### src/rtl/caravel_ips_wb_bus.sv
// caravel_ips_wb_bus: Wishbone fabric behind the management-SoC slave port.
// Takes one classic-cycle request at a time and routes it by address to one
// of NSLV peripheral slots. Every transfer has a timeout. Unmapped or hung
// slots get a fixed error word. An error-status register sits at slot 15,
// and err_irq_o raises an interrupt while an error is pending.

module caravel_ips_wb_bus #(
    parameter int          NSLV     = 4,
    parameter int          TIMEOUT  = 255,
    parameter logic [31:0] ERR_DATA = 32'hDEAD_BEEF
) (
    input  logic                 wb_clk_i,
    input  logic                 wb_rst_n,
    input  logic                 wbs_cyc_i,
    input  logic                 wbs_stb_i,
    input  logic                 wbs_we_i,
    input  logic [3:0]           wbs_sel_i,
    input  logic [31:0]          wbs_adr_i,
    input  logic [31:0]          wbs_dat_i,
    output logic                 wbs_ack_o,
    output logic [31:0]          wbs_dat_o,
    output logic [NSLV-1:0]      m_cyc_o,
    output logic [NSLV-1:0]      m_stb_o,
    output logic                 m_we_o,
    output logic [3:0]           m_sel_o,
    output logic [15:0]          m_adr_o,
    output logic [31:0]          m_dat_o,
    input  logic [NSLV*32-1:0]   m_dat_i,
    input  logic [NSLV-1:0]      m_ack_i,
    output logic                 err_irq_o
);

    typedef enum logic [1:0] {
        ST_IDLE   = 2'd0,
        ST_ACCESS = 2'd1,
        ST_RESP   = 2'd2
    } state_t;

    localparam logic [4:0] NSLV_W  = 5'(NSLV);
    localparam logic [7:0] TO_LAST = 8'(TIMEOUT - 1);
    localparam logic [3:0] STATUS_SLOT = 4'hF;

    state_t state, state_nx;

    // Latched request fields, held stable toward the slots for the whole access
    logic        lat_we;
    logic [3:0]  lat_sel;
    logic [15:0] lat_adr;
    logic [31:0] lat_dat;
    logic [3:0]  slot_q;

    logic [7:0]      to_cnt;
    logic [31:0]     resp_q;
    logic [NSLV-1:0] stb_q;

    logic [7:0] err_cnt;
    logic       err_pending;
    logic [3:0] last_err_slot;
    logic       last_err_to;

    // Request decode
    logic       req;
    logic [3:0] req_slot;
    logic       req_mapped;
    logic       req_status;
    logic       unused_adr_bits;

    assign req        = wbs_cyc_i & wbs_stb_i;
    assign req_slot   = wbs_adr_i[19:16];
    assign req_mapped = ({1'b0, req_slot} < NSLV_W);
    assign req_status = (req_slot == STATUS_SLOT);
    assign unused_adr_bits = &wbs_adr_i[31:20];

    logic [31:0] status_word;
    assign status_word = {err_cnt, 4'b0, last_err_slot, 7'b0, last_err_to, 7'b0, err_pending};

    // FSM control strobes produced by the next-state logic
    logic        latch_req;
    logic        cnt_clr;
    logic        cnt_inc;
    logic        ld_resp;
    logic [31:0] resp_nx;
    logic        err_event;
    logic        err_to;
    logic [3:0]  err_slot;
    logic        clr_status;
    logic [3:0]  slot_nx;
    logic [NSLV-1:0] stb_nx;

    // Selected slot's ack and read data
    logic        sel_ack;
    logic [31:0] sel_dat;

    // Mux the active slot's ack and read data out of the flattened slot buses
    always_comb begin
        sel_ack = 1'b0;
        sel_dat = '0;
        for (int k = 0; k < NSLV; k++) begin
            if (slot_q == 4'(k)) begin
                sel_ack = m_ack_i[k];
                sel_dat = m_dat_i[32*k +: 32];
            end
        end
    end

    // State register; reset returns to IDLE at once so a live access is dropped
    always_ff @(posedge wb_clk_i or negedge wb_rst_n) begin
        if (!wb_rst_n) begin
            state <= ST_IDLE;
        end else begin
            state <= state_nx;
        end
    end

    // Next-state logic and the per-cycle datapath control strobes
    always_comb begin
        state_nx   = state;
        latch_req  = 1'b0;
        cnt_clr    = 1'b0;
        cnt_inc    = 1'b0;
        ld_resp    = 1'b0;
        resp_nx    = resp_q;
        err_event  = 1'b0;
        err_to     = 1'b0;
        err_slot   = slot_q;
        clr_status = 1'b0;

        case (state)
            ST_IDLE: begin
                if (req) begin
                    latch_req = 1'b1;
                    if (req_mapped) begin
                        state_nx = ST_ACCESS;
                        cnt_clr  = 1'b1;
                    end else if (req_status) begin
                        state_nx   = ST_RESP;
                        ld_resp    = 1'b1;
                        resp_nx    = wbs_we_i ? 32'h0 : status_word;
                        clr_status = wbs_we_i & wbs_sel_i[0] & wbs_dat_i[0];
                    end else begin
                        state_nx  = ST_RESP;
                        ld_resp   = 1'b1;
                        resp_nx   = ERR_DATA;
                        err_event = 1'b1;
                        err_to    = 1'b0;
                        err_slot  = req_slot;
                    end
                end
            end

            ST_ACCESS: begin
                if (!wbs_cyc_i) begin
                    state_nx = ST_IDLE;
                end else if (sel_ack) begin
                    state_nx = ST_RESP;
                    ld_resp  = 1'b1;
                    resp_nx  = lat_we ? 32'h0 : sel_dat;
                end else if (to_cnt == TO_LAST) begin
                    state_nx  = ST_RESP;
                    ld_resp   = 1'b1;
                    resp_nx   = ERR_DATA;
                    err_event = 1'b1;
                    err_to    = 1'b1;
                    err_slot  = slot_q;
                end else begin
                    cnt_inc = 1'b1;
                end
            end

            ST_RESP: begin
                state_nx = ST_IDLE;
            end

            default: begin
                state_nx = ST_IDLE;
            end
        endcase
    end

    // One-hot strobe for the next cycle, so slot strobes come straight off flops
    always_comb begin
        slot_nx = latch_req ? req_slot : slot_q;
        stb_nx  = '0;
        for (int k = 0; k < NSLV; k++) begin
            if ((state_nx == ST_ACCESS) && (slot_nx == 4'(k))) begin
                stb_nx[k] = 1'b1;
            end
        end
    end

    // Request latches, timeout counter, response word and slot strobes
    always_ff @(posedge wb_clk_i or negedge wb_rst_n) begin
        if (!wb_rst_n) begin
            lat_we  <= 1'b0;
            lat_sel <= '0;
            lat_adr <= '0;
            lat_dat <= '0;
            slot_q  <= '0;
            to_cnt  <= '0;
            resp_q  <= '0;
            stb_q   <= '0;
        end else begin
            if (latch_req) begin
                lat_we  <= wbs_we_i;
                lat_sel <= wbs_sel_i;
                lat_adr <= wbs_adr_i[15:0];
                lat_dat <= wbs_dat_i;
                slot_q  <= req_slot;
            end
            if (cnt_clr) begin
                to_cnt <= '0;
            end else if (cnt_inc) begin
                to_cnt <= to_cnt + 8'd1;
            end
            if (ld_resp) begin
                resp_q <= resp_nx;
            end
            stb_q <= stb_nx;
        end
    end

    // Error bookkeeping: an error event records itself, a status write clears it
    always_ff @(posedge wb_clk_i or negedge wb_rst_n) begin
        if (!wb_rst_n) begin
            err_cnt       <= '0;
            err_pending   <= 1'b0;
            last_err_slot <= '0;
            last_err_to   <= 1'b0;
        end else if (err_event) begin
            err_pending   <= 1'b1;
            last_err_slot <= err_slot;
            last_err_to   <= err_to;
            if (err_cnt != 8'hFF) begin
                err_cnt <= err_cnt + 8'd1;
            end
        end else if (clr_status) begin
            err_pending <= 1'b0;
            err_cnt     <= '0;
        end
    end

    assign wbs_ack_o = (state == ST_RESP);
    assign wbs_dat_o = wbs_ack_o ? resp_q : 32'h0;
    assign m_cyc_o   = stb_q;
    assign m_stb_o   = stb_q;
    assign m_we_o    = lat_we;
    assign m_sel_o   = lat_sel;
    assign m_adr_o   = lat_adr;
    assign m_dat_o   = lat_dat;
    assign err_irq_o = err_pending;

endmodule

### config.mk
export PLATFORM = sky130hd
export DESIGN_NAME = caravel_ips_wb_bus
export DESIGN_NICKNAME = d
export VERILOG_FILES = /design/src/rtl/caravel_ips_wb_bus.sv
export SDC_FILE = /design/constraint.sdc
export NUM_CORES = 1
export LEC_CHECK = 0
export ABC_AREA = 1
export BUFFER_PORTS_ARGS = -buffer_cell sky130_fd_sc_hd__buf_2
export CORE_MARGIN = 8
export CORE_UTILIZATION = 48
export DETAILED_ROUTE_END_ITERATION = 7
export GPL_ROUTABILITY_DRIVEN = 0
export PLACE_DENSITY = 0.81
export SYNTH_ARGS = -nofsm -noshare
export SYNTH_HDL_FRONTEND = slang
export SYNTH_SLANG_ARGS = --single-unit
### constraint.sdc
create_clock -name wb_clk_i -period 2.2 [get_ports wb_clk_i]
set_input_delay 0.33 -clock wb_clk_i [delete_from_list [all_inputs] [get_ports wb_clk_i]]
set_output_delay 0.33 -clock wb_clk_i [all_outputs]
set_load 0.03 [all_outputs]
* Yosys cells after proc, flatten, opt, wreduce, memory -nomap -nowiden
Index checks and enable logic that the tools add are counted.
** Cells by class
- Magnitude comparators :: 1
- Muxes and demuxes :: 66
- Add/sub/neg operators :: 2
- Bitwise logic cells :: 3
- Reductions and logical operators :: 12
- Equal/unequal tests :: 17
** Operator list (number)
- two-way mux 32 bit :: 13
- case mux 32 bit (2 select lines) :: 1
- two-way mux 8 bit :: 5
- two-way mux 1 bit :: 34
- two-way mux 4 bit :: 5
- adder 8 x 1 -> 8 bit, second input constant :: 2
- equality test 4 x 2 -> 1 bit, second input constant :: 4
- two-way mux 2 bit :: 5
- equality test 4 x 1 -> 1 bit, second input constant :: 2
- equality test 8 bit, second input constant :: 1
- logical NOT 4 bit :: 2
- != test 8 bit, second input constant :: 1
- != test 2 bit, second input constant :: 3
- AND reduction 6 bit :: 1
- nonzero test 2 bit :: 3
- equality test 2 x 1 -> 1 bit, second input constant :: 2
- equality test 4 bit, second input constant :: 1
- logical AND 1 bit :: 4
- less-than comparator 4 x 3 -> 1 bit, second input constant :: 1
- case mux 1 bit (2 select lines) :: 2
- case mux 2 bit (2 select lines) :: 1
- bitwise AND 1 bit :: 3
- != test 3 bit, second input constant :: 1
- equality test 2 bit, second input constant :: 1
- 3 further kinds :: 3
** Storage, ports and cells
- Register bits :: 117
- Input bits :: 205
- Word-level logic and storage cells :: 114
- Output and inout bits :: 95

* Logic depth before layout (Yosys ltp)
Gate-level depths: netlist (run 1).
- Depth in word-level cells :: 11
- Mapped depth :: 12

* Worst setup path after synthesis (run 1)
OpenSTA, ideal clock, no wires.
- Path type :: reg2out
- Start :: register state[1]
- End :: output port wbs_dat_o[10]
- Slack :: 177 ps
- Buffers on the path :: 1
- Data required time :: 1870 ps
- Stages on the path, launching flop included :: 6
- Data arrival time :: 1693 ps
- Path through :: dfrtp_1 > inv_1 > nor2_1 > inv_1 > clkbuf_1 > nor2_1
** On the way
- Cells in the longest elaborated chain, start to end :: 2
** RTL lines
- start: declaration :: RTL line 43 : state_t state, state_nx;
- start signal: assignment :: RTL line 111 : state <= state_nx;
- equality test 2 bit :: RTL line 242 : assign wbs_ack_o = (state == ST_RESP);
- via wbs_ack_o :: RTL line 20 : output logic wbs_ack_o,
- two-way mux 32 bit :: RTL line 243 : assign wbs_dat_o = wbs_ack_o ? resp_q : 32'h0;
- end: declaration :: RTL line 21 : output logic [31:0] wbs_dat_o,
The timed path passes the listed nets, and every way through them passes these cells.

* Worst setup path in the final report (run 1)
- Start :: register state[1]
- End :: output port wbs_dat_o[1]
** On the way
- Cells in the longest elaborated chain, start to end :: 2
** RTL lines (RTL line)
- equality test 2 bit :: 242
- two-way mux 32 bit :: 243
No other way between the ends.

==> results of run 1 <==
==> power breakdown <==
group / switching [mW] / leakage, nW / internal, mW
logic: 1.54 / 3.29 / 0.778
registers: 0.303 / 1.47 / 2.56
clock network: 1.03 / 0.280 / 1.67
==> kinds of logic (layout without fill, tap and decap cells) <==
logic type,count (synthesis),in the layout
other cells,0,1
mux,1,1
fa+ha+maj,3,3
simple gates,643,643
buf+inv,121,415
xor+xnor,8,8
flops,117,117
compound gates,62,62
==> state kept, by name, indices dropped and copies added, names as in the netlist, 8 cells and up <==
| signal | cells |
|---|---|
| m_dat_o | 32 |
| resp_q | 32 |
| m_adr_o | 16 |
| err_cnt | 8 |
| to_cnt | 8 |
==> repair_timing <==
item                                    in CTS  in global routing
endpoints found under the hold margin       29                  0
hold buffers                                 1                  0
resized for setup                            2                  5
endpoints found under the setup margin       5                 25
buffers inserted                             0                  2
==> metrics by stage <==
stage / hold WS (ps) / worst slack, ps / cell area (um^2) / util
global route: 105.0 / 25.52 / 8859 / 0.6457
detailed placement: 302.8 / 149.6 / 8227 / 0.5996
global placement: 297.8 / 179.4 / 8227 / 0.5996
CTS: 99.45 / 23.59 / 8822 / 0.6430
finish: 107.8 / 91.35 / 8861 / 0.6459
floorplan: 34.41 / 177.1 / 6651 / -
==> worst min-delay path, delay by kind of cell <==
kind                   cells  cell delay (ps)
buffers and inverters      1               70
AND/OR/NAND/NOR            2               80
==> per-layer routing <==
metal / share of wire / wire length (um)
met1: 0.40 / 9024
met2: 0.48 / 10830
met3: 0.095 / 2145
met4: 0.028 / 642
met5: 0.0014 / 31
==> area by class of cell <==
cell class / instances / area (um^2) / area share
inverters: 73 / 279.0 / 0.03149
clock inverters: 15 / 155.1 / 0.01751
flip-flops and latches: 117 / 2928 / 0.3304
repair buffers: 310 / 1659 / 0.1872
multi-input cells: 717 / 3187 / 0.3596
well taps: 180 / 225.2 / 0.02542
clock buffers: 17 / 425.4 / 0.04801
diodes: 1 / 2.502 / 0.0002824
==> worst paths after layout <==
kind | start | endpoint | slack, ps
max | state[1]$_DFF_PN0_ | wbs_dat_o[1] | 90
min reg2reg | m_sel_o[2]$_DFFE_PN0P_ | m_sel_o[2]$_DFFE_PN0P_ | 470
max in group asynchronous | wb_rst_n | resp_q[9]$_DFFE_PN0P_ | 1130
min in group asynchronous | wb_rst_n | resp_q[30]$_DFFE_PN0P_ | 420
min | wbs_dat_i[23] | m_dat_o[23]$_DFFE_PN0P_ | 110
max reg2reg | slot_q[1]$_DFF_PN0_ | resp_q[2]$_DFFE_PN0P_ | 180
==> placed cells by master, fill, tap and decap left out, types with 2 or more instances in the layout <==
cell type and count:
nand2_1 389, buf_2 283, nand3_1 119, dfrtp_1 117, nor2_1 100, inv_1 69, o21ai_0 41, buf_4 21
clkbuf_16 17, a21oi_1 10, nor2_2 6, or2_2 5, o211ai_1 5, nand2_2 4, xnor2_1 4, nand3b_1 4
xor2_1 4, clkinv_2 4, nor2_4 3, nand4_1 3, o21ai_1 3, ha_1 3, inv_6 3, clkinvlp_4 3
clkinv_4 3, buf_12 3, inv_4 2, nand3_2 2, nand2_8 2, bufinv_16 2, clkbuf_4 2
==> flow_summary.yaml, run 1 <==
synthesis:
  synth.area.mux_share: 0.001505
  mapped_cell_area_um2: 6651
  syn_inst: 955
  synthSimpleGateAreaFrac: 0.4078
  ys_warn_count: 0
  most_area_consuming_cells_after_synthesis: "dfrtp_1, nand2_1, nand3_1"
  synth_async_sr_flop_share: 1.000
  seq_area_frac_synth: 0.4402
  yosys.area.top_type_share: 0.4402
  post_synth.cell_area_avg_um2: 6.965
  yosys.area_share.xor_xnor: 0.01053
  synthesis.nets: 1163
  synth_fa_ha_area_frac: 0.005643
  post_synth_num_cell_types: 40
  synth_top_area_cell: "dfrtp_1"
  synth-compound-area-share: 0.05079
  synth_edf_count: 0
  yosys.cell_count.top_type: "nand2_1"
  ys.flop_type: "dfrtp_1"
  synth.cells.most_frequent: "nand2_1, nand3_1, dfrtp_1"
  main_combinational_cell_family_by_area_after_synthesis: "simple AND/OR/NAND/NOR gates"
  ys_seq_elements: 117
detailed_routing:
  num_vias: 7188
  route.antenna.remaining_nets: 0
  drt_drc_violations_left: 0
  route.detailed.vias_per_inst: 5.027
  drt-total-wl_um: 22680
  dr_wl_cell_um: 15.86
  drt_first_iter_violations: 404
  drtPass1Iterations: 5
power:
  design_power_total_mw: 7.873
  ir_worst_vdd_v: 0.0005420
  power-per-cell-area_nw_per_um2: 888.6
  leakagePower_nw: 5.032
setup_path:
  worstPathCellList: "inv_1 > nor2_4 > inv_1 > buf_4 > nor2_1 > buf_4"
  critical_path_rt_ps: 1870
  crit_path_top_delay_cell: "dfrtp_1"
  timing.critical_path.buf_inv: 4
  setup.worst_path.start_class: "flop"
  cpLargestDelayFamily: "buffers and inverters"
  crit_arrival_ps: 1780
  reg2regPathDepth: 10
  crit_path_end_kind: "output port"
  critical_path.max_stage_delay_ps: 400
  maximum_net_fanout_on_the_critical_path: 31
  worstSetupPathType: "flop to output port"
  worstSetupPathDepth: 6
hold_path:
  worst_hold_stages: 3
  hp-class: "input port to flop"
sta:
  maxSlewHeadroom: 0.6604
  fin_worst_skew_ps: 10.76
  max_slew.worst_pin.slew_ps: 508.9
  min_period_ps: 2109
  final.period_utilization: 0.9585
  final_max_slew_viol_count: 0
  timing_hold_violations_final: 0
  timing.setup.tns_ps: 0
  maximum_clock_frequency_ghz: 0.4742
  grt_setup_unrepaired: "no"
  setup-violations-final: 0
global_routing:
  met2_usage: 0.4214
  grtUsageTotal: 0.2535
  gr-max-usage-layer: "met2"
  grt_antenna_before_repair: 3
  wire_length_of_the_first_global_routing_pass_um: 36230
  grt_max_degree: 56
  grt_remaining_overflow: 0
  number_of_global_route_vias_before_repair: 7241
  grt.met1_usage: 0.2926
  gr-usage-met3: 0.08773
placed_design:
  place.port_buffers: 287
  dp_cells: 1394
  dp_hpwl_um: 17190
floorplan:
  floorplan.rows: 43
  die_area_um2: 17880
  design.portCount: 300
  core-area_um2: 13720
  fp.dieW_um: 133.7
  die-height_um: 133.7
  initial_core_util: 0.4848
clock_network:
  cts-buffers-inserted: 17
  clk_latency_ps: 410
  clkSlewWorstSetupHoldPaths_ps: 60
  h-tree-depth: 4
  cts_max_path_buffers: 2
  cts_num_sinks: 117
  clock_tree_from_tritoncts: "built"
  clockRootBuffer: "clkbuf_16"
layout:
  layout.nets: 1444
  stdcell_count: 1430
  fillers: 1217
  layout-drive-gt1-share: 0.2970
  flow.area_growth_from_synthesis_pct: 33.22
outcome:
  run_status: "finished, final reports clean"
run:
  number_of_max_cap_violations: 0
Power figures use the tool's default switching activity.
==> run 2: changes to the inputs <==
--- a/config.mk
+++ b/config.mk
@@ -9,9 +9,11 @@
 export BUFFER_PORTS_ARGS = -buffer_cell sky130_fd_sc_hd__buf_2
 export CORE_MARGIN = 8
 export CORE_UTILIZATION = 48
+export CTS_CLUSTER_DIAMETER = 100
 export DETAILED_ROUTE_END_ITERATION = 7
 export GPL_ROUTABILITY_DRIVEN = 0
 export PLACE_DENSITY = 0.81
+export SLEW_MARGIN = 5
 export SYNTH_ARGS = -nofsm -noshare
 export SYNTH_HDL_FRONTEND = slang
 export SYNTH_SLANG_ARGS = --single-unit
==> constraint.sdc (replaced) <==
create_clock -name wb_clk_i -period 2.2 [get_ports wb_clk_i]
set_input_delay 0.22 -clock wb_clk_i [delete_from_list [all_inputs] [get_ports wb_clk_i]]
set_output_delay 0.22 -clock wb_clk_i [all_outputs]
set_load 0.03 [all_outputs]
==> run 2 against run 1 <==
Effect of this change:
- via count rose by 4.5%
- sequential share of layout area fell by 1.1 points
- first-iteration DRC count rose by 16%
- register-to-register slack barely moved
- setup slack improved by 33 ps
- non-clock buffer count rose by 31
- count of clock-buffer cells in the layout rose by 2
- die area did not move
- global-route usage rose by 1.5 points
- combinational power rose by 3%
- critical path depth did not move
==> flow_summary.yaml, run 2 (synthesis gave the netlist of run 1 again) <==
setup_path:
  worstSetupPathType: "flop to output port"
  worstPathCellList: "inv_1 > nor2_2 > inv_2 > buf_4 > nor2_1 > buf_2"
  startpoint_of_the_lowest_slack_register_to_register_path: "slot_q[2]$_DFF_PN0_"
  setup.worst_path.start_class: "flop"
  regToRegSetupSlack_ps: 190
  maximum_net_fanout_on_the_critical_path: 13
  critical_path_rt_ps: 1980
  crit_path_end_kind: "output port"
  crit-reg2reg-capture: "resp_q[0]$_DFFE_PN0P_"
  critical_path.max_stage_delay_ps: 420
  reg2regPathDepth: 9
  crit_path_top_delay_cell: "dfrtp_1"
  crit_arrival_ps: 1860
power:
  power-per-cell-area_nw_per_um2: 866.2
  leakagePower_nw: 5.162
  ir_worst_vdd_v: 0.0005338
detailed_routing:
  route.detailed.vias_per_inst: 5.142
  num_vias: 7508
  drtPass1Iterations: 5
  dr_wl_cell_um: 16.46
  drt-total-wl_um: 24030
  drt_drc_violations_left: 0
  drt_first_iter_violations: 469
  route.antenna.remaining_nets: 0
global_routing:
  grt_remaining_overflow: 0
  grt_antenna_before_repair: 2
  number_of_global_route_vias_before_repair: 7632
  met2_usage: 0.4446
  wire_length_of_the_first_global_routing_pass_um: 38260
  gr-usage-met3: 0.09526
  grt.met1_usage: 0.3053
  grt_max_degree: 52
  grtUsageTotal: 0.2681
  gr-max-usage-layer: "met2"
layout:
  stdcell_count: 1460
  most-common-layout-cells: "nand2_1, buf_2, nand3_1"
  stdcell_area_um2: 9164
  layout.nets: 1475
  diodes: 0
  layout.cells.most_common: "nand2_1"
  fillers: 1160
  layout-drive-gt1-share: 0.2906
  multi_input_comb_area_um2: 3179
  flow.area_growth_from_synthesis_pct: 37.77
  final-seq-area_um2: 2929
sta:
  min_period_ps: 2076
  timing_hold_violations_final: 0
  timing.final.ws_setup_ps: 124.3
  timing.setup.tns_ps: 0
  setup-violations-final: 0
  final_max_slew_viol_count: 0
  maximum_clock_frequency_ghz: 0.4818
  fin_hold_ws_ps: 10.24
  maxSlewHeadroom: 0.5934
  max_slew.worst_pin.slew_ps: 609.8
  fin_worst_skew_ps: 10.17
  final.period_utilization: 0.9435
  grt_setup_unrepaired: "no"
floorplan:
  core-area_um2: 13720
  floorplan.rows: 43
  fp.dieW_um: 133.7
  initial_core_util: 0.4848
  die-height_um: 133.7
  design.portCount: 300
  die_area_um2: 17880
outcome:
  run_status: "finished, final reports clean"
hold_path:
  hold_start: "wbs_dat_i[21]"
  hp-class: "input port to flop"
  min_to: "m_dat_o[21]$_DFFE_PN0P_"
  worst_hold_stages: 3
clock_network:
  clock_tree_from_tritoncts: "built"
  cts-buffers-inserted: 17
  clk_latency_ps: 420
  cts_max_path_buffers: 2
  cts_num_sinks: 117
  clkSlewWorstSetupHoldPaths_ps: 60
  postCtsSetupBuffers: 0
  h-tree-depth: 4
  clockRootBuffer: "clkbuf_16"
run:
  number_of_max_cap_violations: 0
placed_design:
  dp_hpwl_um: 17190
  pre_cts_slack_ps: 133.8
  place.port_buffers: 287
  placedInstanceArea_um2: 8254
  dp_cells: 1396
run 2: cell types whose count changed in the layout (fill, tap and decap cells not counted), sizes merged:
cell	change
bufinv	-1
diode	-1
clkinv	-1
dlygate4sd3	+31
buf	+2
run 2: final cells by class:
cell class	count	area share
Tap cell	180	0.02458
Inverter	73	0.03045
Clock inverter	13	0.01352
Timing Repair Buffer	341	0.2155
Multi-Input combinational cell	717	0.3469
Sequential cell	117	0.3196
Clock buffer	19	0.04943
run 2: what timing repair did:
| item | in CTS | in global routing |
|---|---|---|
| gates resized for setup | 1 | 3 |
| setup endpoints to repair | 5 | 36 |
| gates cloned | 0 | 0 |
| endpoints found under the hold margin | 70 | 0 |
| hold buffers | 32 | 0 |
run 2: power breakdown:
| part | internal [mW] | leakage [nW] | switching, mW |
|---|---|---|---|
| Clock | 1.62 | 0.276 | 1.07 |
| Combinational | 0.814 | 3.42 | 1.56 |
| Sequential | 2.56 | 1.46 | 0.311 |
| Total | 5.00 | 5.16 | 2.94 |
run 2: worst max-delay path by stage:
stage	from	end	slack [ps]	cells past startpoint
2_1_floorplan	state[1]$_DFF_PN0_	wbs_dat_o[10]	290	5
3_3_place_gp	slot_q[1]$_DFF_PN0_	resp_q[26]$_DFFE_PN0P_	170	10
3_5_place_dp	slot_q[1]$_DFF_PN0_	resp_q[5]$_DFFE_PN0P_	130	10
4_1_cts	state[1]$_DFF_PN0_	wbs_dat_o[20]	30	6
5_1_grt	slot_q[2]$_DFF_PN0_	resp_q[30]$_DFFE_PN0P_	50	9
6_report	state[1]$_DFF_PN0_	wbs_dat_o[20]	120	6
run 2: worst max-delay path, delay by kind of cell (launching register included):
family,cells,cell delay (ps)
buffers and inverters,4,680
and+or+nand+nor,2,330
DFF,1,420
run 2: stage by stage:
stage	power (mW)	util
2_1_floorplan	4.369	-
3_3_place_gp	5.132	0.6016
3_5_place_dp	5.187	0.6016
4_1_cts	7.925	0.6670
5_1_grt	8.363	0.6679
6_report	7.937	0.6679
run 2: layer usage:
metal | vias to the layer above | wire, um
li1 | 3614 | -
met1 | 3466 | 9326
met2 | 365 | 11550
met3 | 59 | 2419
met4 | 4 | 711
met5 | - | 26
